$ cat src/rtl/interval_timer_scheduler_pkg.sv
// ----------------------------------------------------------------------------
// interval_timer_scheduler_pkg
//   Shared definitions for the interval timer scheduler:
//     state_t : FSM state encoding (ST_IDLE, ST_RUN)
//     id_w()  : width of a requester index, max(1, clog2(n_req))
// ----------------------------------------------------------------------------
package interval_timer_scheduler_pkg;

   typedef enum logic {
      ST_IDLE = 1'b0,
      ST_RUN  = 1'b1
   } state_t;

   // A single requester index still needs one bit, hence the floor of 1.
   function automatic int id_w(input int n_req);
      return (n_req > 2) ? $clog2(n_req) : 1;
   endfunction

endpackage

$ cat src/rtl/interval_timer_scheduler_if.sv
// ----------------------------------------------------------------------------
// interval_timer_scheduler_if
//   Bundles the requester-side request/length/abort signals and the
//   scheduler's status outputs.
//     req     : per-requester request level           (master -> slave)
//     len     : per-requester interval, CNT_W each     (master -> slave)
//     abort   : cancel running interval                (master -> slave)
//     grant   : one-hot accept pulse                   (slave -> master)
//     busy    : interval in progress                   (slave -> master)
//     owner   : current / last owner index             (slave -> master)
//     q       : live counter value                     (slave -> master)
//     done    : normal-completion pulse                (slave -> master)
//     done_id : owner index qualified by done          (slave -> master)
// ----------------------------------------------------------------------------
interface interval_timer_scheduler_if
   import interval_timer_scheduler_pkg::*;
#(
   parameter int N_REQ = 2,
   parameter int CNT_W = 4
);
   localparam int ID_W = id_w(N_REQ);

   logic [N_REQ-1:0]       req;
   logic [N_REQ*CNT_W-1:0] len;
   logic                   abort;
   logic [N_REQ-1:0]       grant;
   logic                   busy;
   logic [ID_W-1:0]        owner;
   logic [CNT_W-1:0]       q;
   logic                   done;
   logic [ID_W-1:0]        done_id;

   modport master (
      output req, len, abort,
      input  grant, busy, owner, q, done, done_id
   );

   modport slave (
      input  req, len, abort,
      output grant, busy, owner, q, done, done_id
   );

endinterface

$ cat src/rtl/interval_timer_scheduler_sync_up_counter.sv
// ----------------------------------------------------------------------------
// sync_up_counter
//   Free-running CNT_W-bit up-counter with synchronous clear.
//     clk   : clock
//     reset : asynchronous active-high reset
//     clr   : synchronous clear (wins over en)
//     en    : count enable
//     q     : counter value
// ----------------------------------------------------------------------------
module sync_up_counter #(
   parameter int CNT_W = 4
) (
   input  logic             clk,
   input  logic             reset,
   input  logic             clr,
   input  logic             en,
   output logic [CNT_W-1:0] q
);

   logic [CNT_W-1:0] r_q;

   always_ff @(posedge clk or posedge reset) begin
      if (reset) begin
         r_q <= '0;
      end else if (clr) begin
         r_q <= '0;
      end else if (en) begin
         r_q <= r_q + CNT_W'(1);
      end
   end

   assign q = r_q;

endmodule

$ cat src/rtl/interval_timer_scheduler.sv
// ----------------------------------------------------------------------------
// interval_timer_scheduler
//   Shares one up-counter among N_REQ requesters. A round-robin arbiter picks
//   one requester, latches its interval length and counts it out; a one-cycle
//   done pulse tagged with the owner index marks normal completion.
//     clk   : clock, rising edge
//     reset : asynchronous active-high reset
//     bus   : slave side of interval_timer_scheduler_if
//             (req/len/abort in; grant/busy/owner/q/done/done_id out)
// ----------------------------------------------------------------------------
module interval_timer_scheduler
   import interval_timer_scheduler_pkg::*;
#(
   parameter int N_REQ = 2,
   parameter int CNT_W = 4
) (
   input  logic                      clk,
   input  logic                      reset,
   interval_timer_scheduler_if.slave bus
);

   localparam int ID_W = id_w(N_REQ);

   state_t           r_state,   w_state_next;
   logic [N_REQ-1:0] r_grant,   w_grant_next;
   logic             r_busy,    w_busy_next;
   logic [ID_W-1:0]  r_owner,   w_owner_next;
   logic             r_done,    w_done_next;
   logic [ID_W-1:0]  r_done_id, w_done_id_next;
   logic [ID_W-1:0]  r_rr_ptr,  w_rr_ptr_next;
   logic [CNT_W-1:0] r_len_q,   w_len_q_next;

   logic [CNT_W-1:0]   w_q;
   logic               w_clr;
   logic               w_en;
   logic               w_final;
   logic [CNT_W-1:0]   w_len_arr [N_REQ];
   logic [2*N_REQ-1:0] w_req_dbl;
   logic [N_REQ-1:0]   w_req_rot;
   logic [ID_W-1:0]    w_enc;
   logic [ID_W:0]      w_sum;
   logic [ID_W-1:0]    w_winner;

   // Per-requester length slices.
   generate
      for (genvar gi = 0; gi < N_REQ; gi++) begin : g_len
         assign w_len_arr[gi] = bus.len[gi*CNT_W +: CNT_W];
      end
   endgenerate

   // Arbiter: rotate so rr_ptr lands on bit 0, pick the lowest set bit,
   // then add rr_ptr back (mod N_REQ) to recover the real index.
   assign w_req_dbl = {bus.req, bus.req} >> r_rr_ptr;
   assign w_req_rot = w_req_dbl[N_REQ-1:0];

   always_comb begin
      w_enc = '0;
      for (int k = N_REQ - 1; k >= 0; k--) begin
         if (w_req_rot[k]) begin
            w_enc = ID_W'(k);
         end
      end
   end

   assign w_sum    = {1'b0, w_enc} + {1'b0, r_rr_ptr};
   assign w_winner = (w_sum >= (ID_W+1)'(N_REQ)) ? ID_W'(w_sum - (ID_W+1)'(N_REQ))
                                                 : ID_W'(w_sum);

   // len_q == 0 wraps to all-ones here, which yields a full 2**CNT_W interval.
   assign w_final = (w_q == (r_len_q - CNT_W'(1)));

   always_comb begin
      w_state_next   = r_state;
      w_grant_next   = '0;
      w_busy_next    = r_busy;
      w_owner_next   = r_owner;
      w_done_next    = 1'b0;
      w_done_id_next = r_done_id;
      w_rr_ptr_next  = r_rr_ptr;
      w_len_q_next   = r_len_q;
      w_clr          = 1'b0;
      w_en           = 1'b0;

      case (r_state)
         ST_IDLE: begin
            // abort is ignored here so it cannot block a grant.
            if (|bus.req) begin
               w_state_next  = ST_RUN;
               w_grant_next  = N_REQ'(1) << w_winner;
               w_busy_next   = 1'b1;
               w_owner_next  = w_winner;
               w_len_q_next  = w_len_arr[w_winner];
               w_rr_ptr_next = (w_winner == ID_W'(N_REQ - 1)) ? '0 : w_winner + ID_W'(1);
               w_clr         = 1'b1;
            end
         end
         ST_RUN: begin
            if (bus.abort) begin
               // Abort beats completion: no done on the final-count edge.
               w_state_next = ST_IDLE;
               w_busy_next  = 1'b0;
               w_clr        = 1'b1;
            end else if (w_final) begin
               w_state_next   = ST_IDLE;
               w_busy_next    = 1'b0;
               w_done_next    = 1'b1;
               w_done_id_next = r_owner;
               w_clr          = 1'b1;
            end else begin
               w_en = 1'b1;
            end
         end
         default: begin
            w_state_next = ST_IDLE;
         end
      endcase
   end

   always_ff @(posedge clk or posedge reset) begin
      if (reset) begin
         r_state   <= ST_IDLE;
         r_grant   <= '0;
         r_busy    <= 1'b0;
         r_owner   <= '0;
         r_done    <= 1'b0;
         r_done_id <= '0;
         r_rr_ptr  <= '0;
         r_len_q   <= '0;
      end else begin
         r_state   <= w_state_next;
         r_grant   <= w_grant_next;
         r_busy    <= w_busy_next;
         r_owner   <= w_owner_next;
         r_done    <= w_done_next;
         r_done_id <= w_done_id_next;
         r_rr_ptr  <= w_rr_ptr_next;
         r_len_q   <= w_len_q_next;
      end
   end

   sync_up_counter #(
      .CNT_W (CNT_W)
   ) u_counter (
      .clk   (clk),
      .reset (reset),
      .clr   (w_clr),
      .en    (w_en),
      .q     (w_q)
   );

   assign bus.grant   = r_grant;
   assign bus.busy    = r_busy;
   assign bus.owner   = r_owner;
   assign bus.q       = w_q;
   assign bus.done    = r_done;
   assign bus.done_id = r_done_id;

endmodule

$ cat src/flat_wrapper.sv
// flat-port wrapper written by rule: the top's interface ports become plain ports
module interval_timer_scheduler_flat import interval_timer_scheduler_pkg::*;
#(
   parameter int N_REQ = 2,
   parameter int CNT_W = 4
)
  (clk, reset, bus_req, bus_len, bus_abort, bus_grant, bus_busy, bus_owner, bus_q, bus_done, bus_done_id);
  interval_timer_scheduler_if #(.N_REQ(N_REQ), .CNT_W(CNT_W)) bus_i ();
  input  logic clk;
  input  logic reset;
  input wire logic [$bits(bus_i.req)-1:0] bus_req;
  input wire logic [$bits(bus_i.len)-1:0] bus_len;
  input wire logic [$bits(bus_i.abort)-1:0] bus_abort;
  output wire logic [$bits(bus_i.grant)-1:0] bus_grant;
  output wire logic [$bits(bus_i.busy)-1:0] bus_busy;
  output wire logic [$bits(bus_i.owner)-1:0] bus_owner;
  output wire logic [$bits(bus_i.q)-1:0] bus_q;
  output wire logic [$bits(bus_i.done)-1:0] bus_done;
  output wire logic [$bits(bus_i.done_id)-1:0] bus_done_id;
  assign bus_i.req = bus_req;
  assign bus_i.len = bus_len;
  assign bus_i.abort = bus_abort;
  assign bus_grant = bus_i.grant;
  assign bus_busy = bus_i.busy;
  assign bus_owner = bus_i.owner;
  assign bus_q = bus_i.q;
  assign bus_done = bus_i.done;
  assign bus_done_id = bus_i.done_id;
  interval_timer_scheduler #(.N_REQ(N_REQ), .CNT_W(CNT_W)) u_core (.clk(clk), .reset(reset), .bus(bus_i));
endmodule
$ cat config.mk
export PLATFORM = sky130hd
export DESIGN_NAME = interval_timer_scheduler_flat
export DESIGN_NICKNAME = d
export VERILOG_FILES = /design/src/rtl/interval_timer_scheduler_pkg.sv /design/src/rtl/interval_timer_scheduler_if.sv /design/src/rtl/interval_timer_scheduler_sync_up_counter.sv /design/src/rtl/interval_timer_scheduler.sv /design/src/flat_wrapper.sv
export SDC_FILE = /design/constraint.sdc
export NUM_CORES = 1
export LEC_CHECK = 0
export ABC_AREA = 1
export CORE_MARGIN = 10
export CORE_UTILIZATION = 41
export CTS_CLUSTER_SIZE = 14
export DETAILED_ROUTE_END_ITERATION = 12
export PLACE_DENSITY = 0.72
export SYNTH_ARGS = -nofsm -noshare
export SYNTH_HDL_FRONTEND = slang
export SYNTH_SLANG_ARGS = --single-unit
$ cat constraint.sdc
create_clock -name clk -period 1.4 [get_ports clk]
set_input_delay 0.42 -clock clk [delete_from_list [all_inputs] [get_ports clk]]
set_output_delay 0.42 -clock clk [all_outputs]
set_load 0.005 [all_outputs]
==> results by stage, run 1 <==
CTS:
- CTS built an H-tree with a depth of 1.
- For this design, the sink count on the clock tree is 16.
- The number of hold buffers added after cts is 0.
- Clock tree synthesis selected as its root buffer the cell clkbuf_4.
- The clock insertion delay at the later pin of the skew report is roughly 0.3 ns.
- The number of buffers on the longest clock path is 2.
- After clock tree synthesis, the clock-pin slew on the worst setup and hold paths is 0.10 ns.
- The total clock buffers created by CTS is 3.
- The TritonCTS clock tree is yes.

Power:
- The power after layout is 0.00229 W.
- Of the total power, the clock network draws 13.9%.
- The analysis attributes to cell leakage a power of about 0.63 nW.
- Sequential cells burn a little under a third of the power.
- The switching power of the nets is between 0.0009 and 0.001 W.
- The largest vdd supply drop is approximately 0.0011 V.
- Combinational logic burns about 54% of the power.
- Cell internal power was estimated by the tool at roughly 0.0014 W.
- Dividing total power by cell area gives a power density of between 1500 and 2000 mW/mm^2.
- The net switching fraction of the power is just under 40%.

Global routing:
- The via count of the first global-routing pass is 789.
- Entering global routing, the biggest net connects 17 pins.
- The initial antenna violation count is 0.
- The overflow left after global routing is 0.
- The first global-routing pass estimated 3380 microns of wire.
- The overall fraction of global-route tracks in use is 10.0%.

Detailed routing:
- The via count is about 750.
- In the routed design, unresolved DRC markers number 0.
- The first detailed-routing pass ran for 4 iterations.
- Summed over all layers, the routed wires come to about 2000 microns.
- The remaining antenna violation count is 0.
- In the routed layout, each cell is associated on average with a via count of around 4.6.
- The average wire per standard cell is roughly 12 microns.
- The detailed router finished its first iteration with 8 violations.

Setup path:
- The worst setup path is launched from a flop.
- The number of buffers and inverters on the critical path is 1.
- The worst setup path is of the flop to primary output kind.
- The highest fanout seen on the critical path is 2.
- Broken down by cell family, the worst path's largest delay share belongs to flip-flops.
- The critical path goes through dlygate4sd2_1.
- The worst setup path is captured at a primary output.
- On the critical path, the stage with the largest delay is an instance of dfrtp_1.
- The required arrival time at the worst endpoint is 0.98 ns.
- The data arrival time of the worst path is roughly 0.95 ns.
- In this design, the stage delay of the slowest critical-path cell is 0.39 ns.

Yosys:
- The average instance in the mapped netlist occupies around 8.5 sq um.
- Synthesis handed over a netlist of 97 instances.
- The share of the synthesized area in the top cell type is about half.
- In the post-synthesis netlist, the biggest area contributors are dfrtp_1, nand2_1, inv_1.
- After synthesis the netlist holds a flip-flop and latch count of 16.
- The number of nets in the synthesized netlist is 112.
- The yosys synthesis warning count is 0.
- The synthesized cell area is 826 sq um.
- Yosys mapped the design onto 24 distinct sky130hd cell types.
- After synthesis, flip-flops and latches occupy roughly half of the total area.
- The largest total area in the synthesized netlist belongs to dfrtp_1.

Timing:
- The final number of max-transition violations is 0.
- Setup repair after global routing could not meet its margin everywhere.
- The worst path uses 98.0% of the clock period.
- The number of hold violations in the final report is 0.
- The relative max-transition margin is approximately 76%.
- Between clock sinks in the finished design, the worst skew comes to between 0.002 and 0.0025 ns.
- The slew of the pin with the lowest slew margin is 0.356 ns.
- The top achievable clock speed is 729 MHz.
- The setup TNS is 0 ns.
- The total setup violations reported at the end of the flow is 0.
- The clock period could shrink to ~1.4 ns.

Final layout:
- The relative area change from synthesis to final layout is 50.3%.
- The finished layout holds about 160 standard cells, fillers aside.
- The post-route cell area is 0.00124 sq mm.
- The number of nets in the finished design is ~150.
- The final antenna diode count is 0.
- Cells with a size suffix above 1 make up about a quarter of the layout.

Die:
- In this run the core area contains 16 standard-cell rows.
- The overall die area is 0.00421 sq mm.
- For this configuration, the core starts out at a cell density of about 43%.
- The area of the core is 0.00194 sq mm.
- The die span in x is 64.9 microns.
- For this design the top-level I/O count stands at 23.
- The die is ~65 microns tall.

Placement:
- Routability-driven placement finished with a final weighted congestion of 0.788.
- The HPWL after detailed placement is 1600 microns.
- The number of input and output port buffers inserted is 22.
- Including well taps, the total number of placed cells is ~160.
- The placed cell area is 0.00117 sq mm.

Status:
- The flow ran to the end, and the final reports show no timing, DRC or antenna violations.

Run:
- The number of max-cap violations is 0.

Worst hold path:
- The path class of the lowest-slack min-delay path is primary input to asynchronous set/reset pin.
state kept, by name (all words and copies together) (netlist names):
signal,flops
u_core.r_len_q,4
u_core.u_counter.q,4
u_core.bus.grant,2
u_core.bus.busy,1
u_core.bus.done,1
u_core.bus.done_id,1
u_core.bus.owner,1
u_core.r_rr_ptr,1
u_core.r_state,1
synth_stat cells:
| master | number |
|---|---|
| xor2_1 | 1 |
| dfrtp_1 | 16 |
| xnor2_1 | 3 |
| nand2_1 | 26 |
| o21ai_0 | 3 |
| o21ai_1 | 3 |
| nor3_1 | 1 |
| inv_1 | 11 |
| nand3_1 | 4 |
| o211ai_1 | 2 |
| nand4_1 | 2 |
| nand2_2 | 1 |
| nor2_1 | 6 |
| o22ai_1 | 2 |
| a21oi_1 | 2 |
| nor2_2 | 1 |
| nor2_4 | 2 |
| ha_1 | 2 |
| o21bai_1 | 1 |
| a21oi_2 | 1 |
| a21oi_4 | 1 |
| inv_4 | 1 |
| inv_2 | 4 |
| nand3_2 | 1 |
tightest hold or removal path, cell delays in order:
cell             delay [ns]
clkdlybuf4s50_1        0.40
inv_1                  0.06
buf_4                  0.23
kinds of logic after synthesis:
| group | share of synthesized area [%] |
|---|---|
| compound gates | 12.1 |
| xor+xnor | 4.24 |
| fa+ha+maj | 3.03 |
| buf+inv | 7.58 |
| flops | 48.5 |
| simple gates | 24.5 |
final timing paths:
| kind | from | endpoint | slack, ns | cells past startpoint |
|---|---|---|---|---|
| max | u_core.u_counter.q[3] | bus_q[3] | 0.03 | 1 |
| min | reset | u_core.r_rr_ptr | 0.44 | 3 |
| max reg2reg | u_core.r_len_q[1] | u_core.bus.busy | 0.04 | 7 |
| min reg2reg | u_core.bus.done_id | u_core.bus.done_id | 0.49 | 2 |
| max in group asynchronous | reset | u_core.r_len_q[3] | 0.78 | 3 |
| min in group clk | u_core.bus.done_id | u_core.bus.done_id | 0.49 | 2 |
cells in the final DEF (no fill, tap or decap):
cell type        count
a21oi_4              2
inv_4                1
clkdlybuf4s50_1     10
ha_4                 1
nor3_1               1
dfrtp_1             16
nand2_1             26
clkdlybuf4s15_1      5
o21ai_1              4
xnor2_1              3
nand3_1              4
dlygate4sd2_1        5
o211ai_1             2
clkbuf_8             1
nor2_1               6
a21oi_2              1
o22ai_1              2
clkbuf_4             3
nor2_2               1
inv_1                9
nand2_4              1
buf_4               13
o21bai_1             1
nor2_4               2
o21ai_0              2
a21oi_1              1
xor2_1               1
nand4_1              2
inv_2                6
nand3_2              1
ha_1                 1
dlymetal6s2s_1       2
layer usage:
metal	share of wire, %	vias to the layer above	global-route usage (%)
met1	41	347	10.2
met3	4.0	4	2.41
met5	0	-	0
li1	-	390	-
met2	53	12	18.2
met4	1.8	0	5.61
power groups by stage:
stage	clock network (W)	logic, W	registers [W]
floorplan	0	0.000662	0.000763
global placement	0	0.00117	0.000735
detailed placement	0	0.00121	0.000739
CTS	0.000317	0.00123	0.000728
global route	0.000337	0.00138	0.000755
finish	0.000318	0.00124	0.000731
repair_timing:
item	4_1_cts	5_1_grt
hold endpoints to repair	0	0
gates cloned	0	0
setup endpoints to repair	16	15
buffers inserted	1	0
pin swaps	4	4
gates resized for setup	14	10
final cells by class:
type	count	area, sq um
fill	169	701
sequential	16	400
multi-input combinational	65	392
timing repair buffer	35	317
inverter	16	62.6
clock buffer	4	36.3
tap	27	33.8
metrics by stage:
stage / utilization [%] / setup WS [ns] / hold slack [ns]
floorplan: - / 0.0560 / 0.334
global placement: 60.2 / -0.248 / 0.464
detailed placement: 60.2 / -0.308 / 0.466
CTS: 63.1 / 0.00796 / 0.456
global route: 63.9 / -0.0322 / 0.476
finish: 63.9 / 0.0280 / 0.436
Note: power is estimated with default switching activity, not from simulation.
==> run 2: changes to the inputs <==
--- a/config.mk
+++ b/config.mk
@@ -6,11 +6,13 @@
 export NUM_CORES = 1
 export LEC_CHECK = 0
 export ABC_AREA = 1
+export CAP_MARGIN = 5
 export CORE_MARGIN = 10
 export CORE_UTILIZATION = 41
 export CTS_CLUSTER_SIZE = 14
 export DETAILED_ROUTE_END_ITERATION = 12
 export PLACE_DENSITY = 0.72
+export SKIP_CTS_REPAIR_TIMING = 1
 export SYNTH_ARGS = -nofsm -noshare
 export SYNTH_HDL_FRONTEND = slang
 export SYNTH_SLANG_ARGS = --single-unit
==> run 2 against run 1 <==
Global-route usage decreased by 0.18 points. Final area increased by 6.5%. Clock-buffer cell count unchanged. First-iteration DRC count increased to 2.5 times the previous value. Non-clock buffer count increased by 3. Register-to-register slack got worse by 0.02 ns. Largest power group unchanged. Highest routed layer unchanged.
==> results by stage, run 2 (synthesized netlist as in run 1, its figures left out) <==
Placement:
- The routability-driven placement congestion ratio is 0.788.
- At the placement stage, the worst setup path has a slack of -0.308 ns.
- The cell count after placement is 158.
- Once placement finished, the instance area stood at about 0.0012 sq mm.
- The number of input and output port buffers inserted is 22.
- The HPWL after detailed placement is 1600 microns.

Setup path:
- The path type of the worst setup path is flop to flop.
- The required arrival time at the worst endpoint is around 1.6 ns.
- STA classifies the critical path endpoint as a flop.
- Following the worst setup path forward leads to its endpoint at u_core.bus.done_id.
- The highest fanout seen on the critical path is 3.
- The startpoint identified for the worst register-to-register timing path is u_core.r_len_q[1].
- Setup slack on the worst reg-to-reg path comes out at between 0.02 and 0.025 ns.
- The endpoint identified for the worst register-to-register timing path is u_core.bus.done_id.
- The data arrival time of the worst path is 1.57 ns.
- Measured in cells, the most critical reg-to-reg path has a length of 7.
- The start point of the critical path is u_core.r_len_q[1].
- The category of the worst setup path launch point is a flop.

Final layout:
- The end-of-flow core utilization is 68.0%.
- The number of antenna diodes in the final layout is 0.
- The area growth from synthesis to layout is 60.0%.
- The library cells used most frequently in the layout, excluding fill and tap cells, are nand2_1, buf_4, dfrtp_1.
- Cells with a size suffix above 1 make up between 20 and 30% of the layout.
- After the flow finishes, the layout carries non-filler instances totaling between 150 and 200.
- The number of nets in the finished design is 155.
- The leading cell type in the layout, fill and taps excluded is nand2_1.
- The count of fill cells added during filler insertion is 151.
- After routing the design area is approximately 0.0013 sq mm.

Power:
- The areal power density over the cells is ~1900 mW/mm^2.
- In this run the static leakage power is ~0.79 nW.
- The completed layout was analyzed and its total power is between 0.002 and 0.003 W.
- IR analysis of the VDD net gives a maximum drop of around 0.0011 V.

Die:
- The floorplan has 16 rows.
- The number of I/O pins is 23.
- The floorplan step set the die width to about 65 microns.
- The starting density of the core is approximately 43%.
- The area of the core is ~0.0019 sq mm.
- The overall die area is roughly 0.0042 sq mm.
- The vertical die dimension is ~65 microns.

CTS:
- The clock-pin transition on the worst setup and hold timing paths is approximately 0.1 ns.
- The clock insertion delay at the later pin of the skew report is roughly 0.3 ns.
- The number of clock sinks is 16.
- The buffer type at the clock tree root is clkbuf_4.
- The maximum level of the CTS H-tree is 1.
- The total clock buffers created by CTS is 3.
- The TritonCTS clock tree is yes.
- The clock passes through at most 2 buffers.

Global routing:
- The first global-routing pass estimated 3330 microns of wire.
- The via count of the first global-routing pass was between 700 and 800.
- Across every metal layer, demand over resource in global routing totals under 10%.
- The fraction of met2 tracks used by global routing is between 10% and 20%.
- The fraction of met3 tracks used by global routing is under 10%.
- The initial antenna violation count came to 0.
- For this run, global-route usage on met1 was measured as about 10%.
- The overflow left after global routing is 0.
- The pin count of the biggest net entering global routing is 17.
- The layer with the highest usage after global routing is met2.

Worst hold path:
- The path class of the tightest hold or removal check is primary input to asynchronous set/reset pin.

Timing:
- The post-route clock period utilization is between 90% and 100%.
- The total setup violations reported at the end of the flow is 0.
- The slew of the pin with the lowest slew margin is roughly 0.40 ns.
- The number of hold violations in the final report came to 0.
- The top achievable clock speed is ~730 MHz.
- The final number of max-transition violations is 0.
- The final critical path time including I/O delays and setup is 1.38 ns.
- Between clock sinks in the finished design, the worst skew comes to between 0.0005 and 0.0006 ns.
- Measured against its own limit, the worst slew margin works out to approximately three quarters.
- The post-route worst setup slack is 0.0238 ns.
- Setup repair after global routing could not meet its margin everywhere.

Run:
- The tool flagged a number of max-cap violations equal to 0.

Detailed routing:
- The via count is between 700 and 800.
- The average wire per standard cell is 13.2 microns.
- For this run, design rule violations remaining after detail routing come to 0.
- The first detailed-routing pass ran for 4 iterations.
- The detailed router's first-iteration violation count is 20.
- The aggregate routed wire length is approximately 2200 microns.
- The post-detailed-route via-to-cell ratio is 4.67.
- Once detail routing completed, the nets flagged for antenna violations numbered 0.

Status:
- The flow ran to the end, and the final reports show no timing, DRC or antenna violations.
[run 2: per-stage QoR]
stage	hold WS, ns	setup TNS [ns]
floorplan	0.334	0
global placement	0.464	-1.91
detailed placement	0.466	-2.31
CTS	0.456	-1.91
global route	0.474	-0.0585
finish	0.434	0
[run 2: cell type report]
class	count	area, sq um	share of cell area (%)
timing repair buffer	38	370	28.0
clock buffer	4	36.3	2.75
multi-input combinational	65	418	31.6
tap	27	33.8	2.56
inverter	16	62.6	4.73
sequential	16	400	30.3
[run 2: worst min-delay path by stage]
| stage | from | end | depth (start not counted) |
|---|---|---|---|
| 6_report | reset | u_core.bus.grant[0] | 3 |
| 2_1_floorplan | reset | u_core.bus.busy | 1 |
| 5_1_grt | reset | u_core.bus.busy | 3 |
| 4_1_cts | reset | u_core.bus.done | 3 |
| 3_3_place_gp | u_core.bus.done_id | u_core.bus.done_id | 2 |
| 3_5_place_dp | u_core.bus.done_id | u_core.bus.done_id | 2 |
[run 2: worst max-delay path: stages, from the launching register on]
cell and delay [ns]:
dfrtp_1 0.40, inv_2 0.09, ha_4 0.21, xnor2_2 0.15
nor2_4 0.16, nand4_1 0.14, nand2_1 0.09, nand2_1 0.05
[run 2: metal layers]
metal	share of wire, %	vias to the layer above
met1	40	362
li1	-	394
met5	0	-
met2	54	16
met3	4.1	4
met4	1.6	0
[run 2: power by group]
| group | leakage [nW] | switching, W | internal, W |
|---|---|---|---|
| logic | 0.564 | 0.000757 | 0.000724 |
| registers | 0.206 | 0.000103 | 0.000630 |
| clock network | 0.0210 | 0.000158 | 0.000159 |
| total | 0.791 | 0.00102 | 0.00151 |
==> run 3: changes to the inputs <==
--- a/config.mk
+++ b/config.mk
@@ -12,6 +12,7 @@
 export CTS_CLUSTER_SIZE = 14
 export DETAILED_ROUTE_END_ITERATION = 12
 export PLACE_DENSITY = 0.72
+export REMOVE_ABC_BUFFERS = 1
 export SKIP_CTS_REPAIR_TIMING = 1
 export SYNTH_ARGS = -nofsm -noshare
 export SYNTH_HDL_FRONTEND = slang
==> results of run 3 <==
Same layout as run 2: the final DEF is identical, and so are final timing and power.
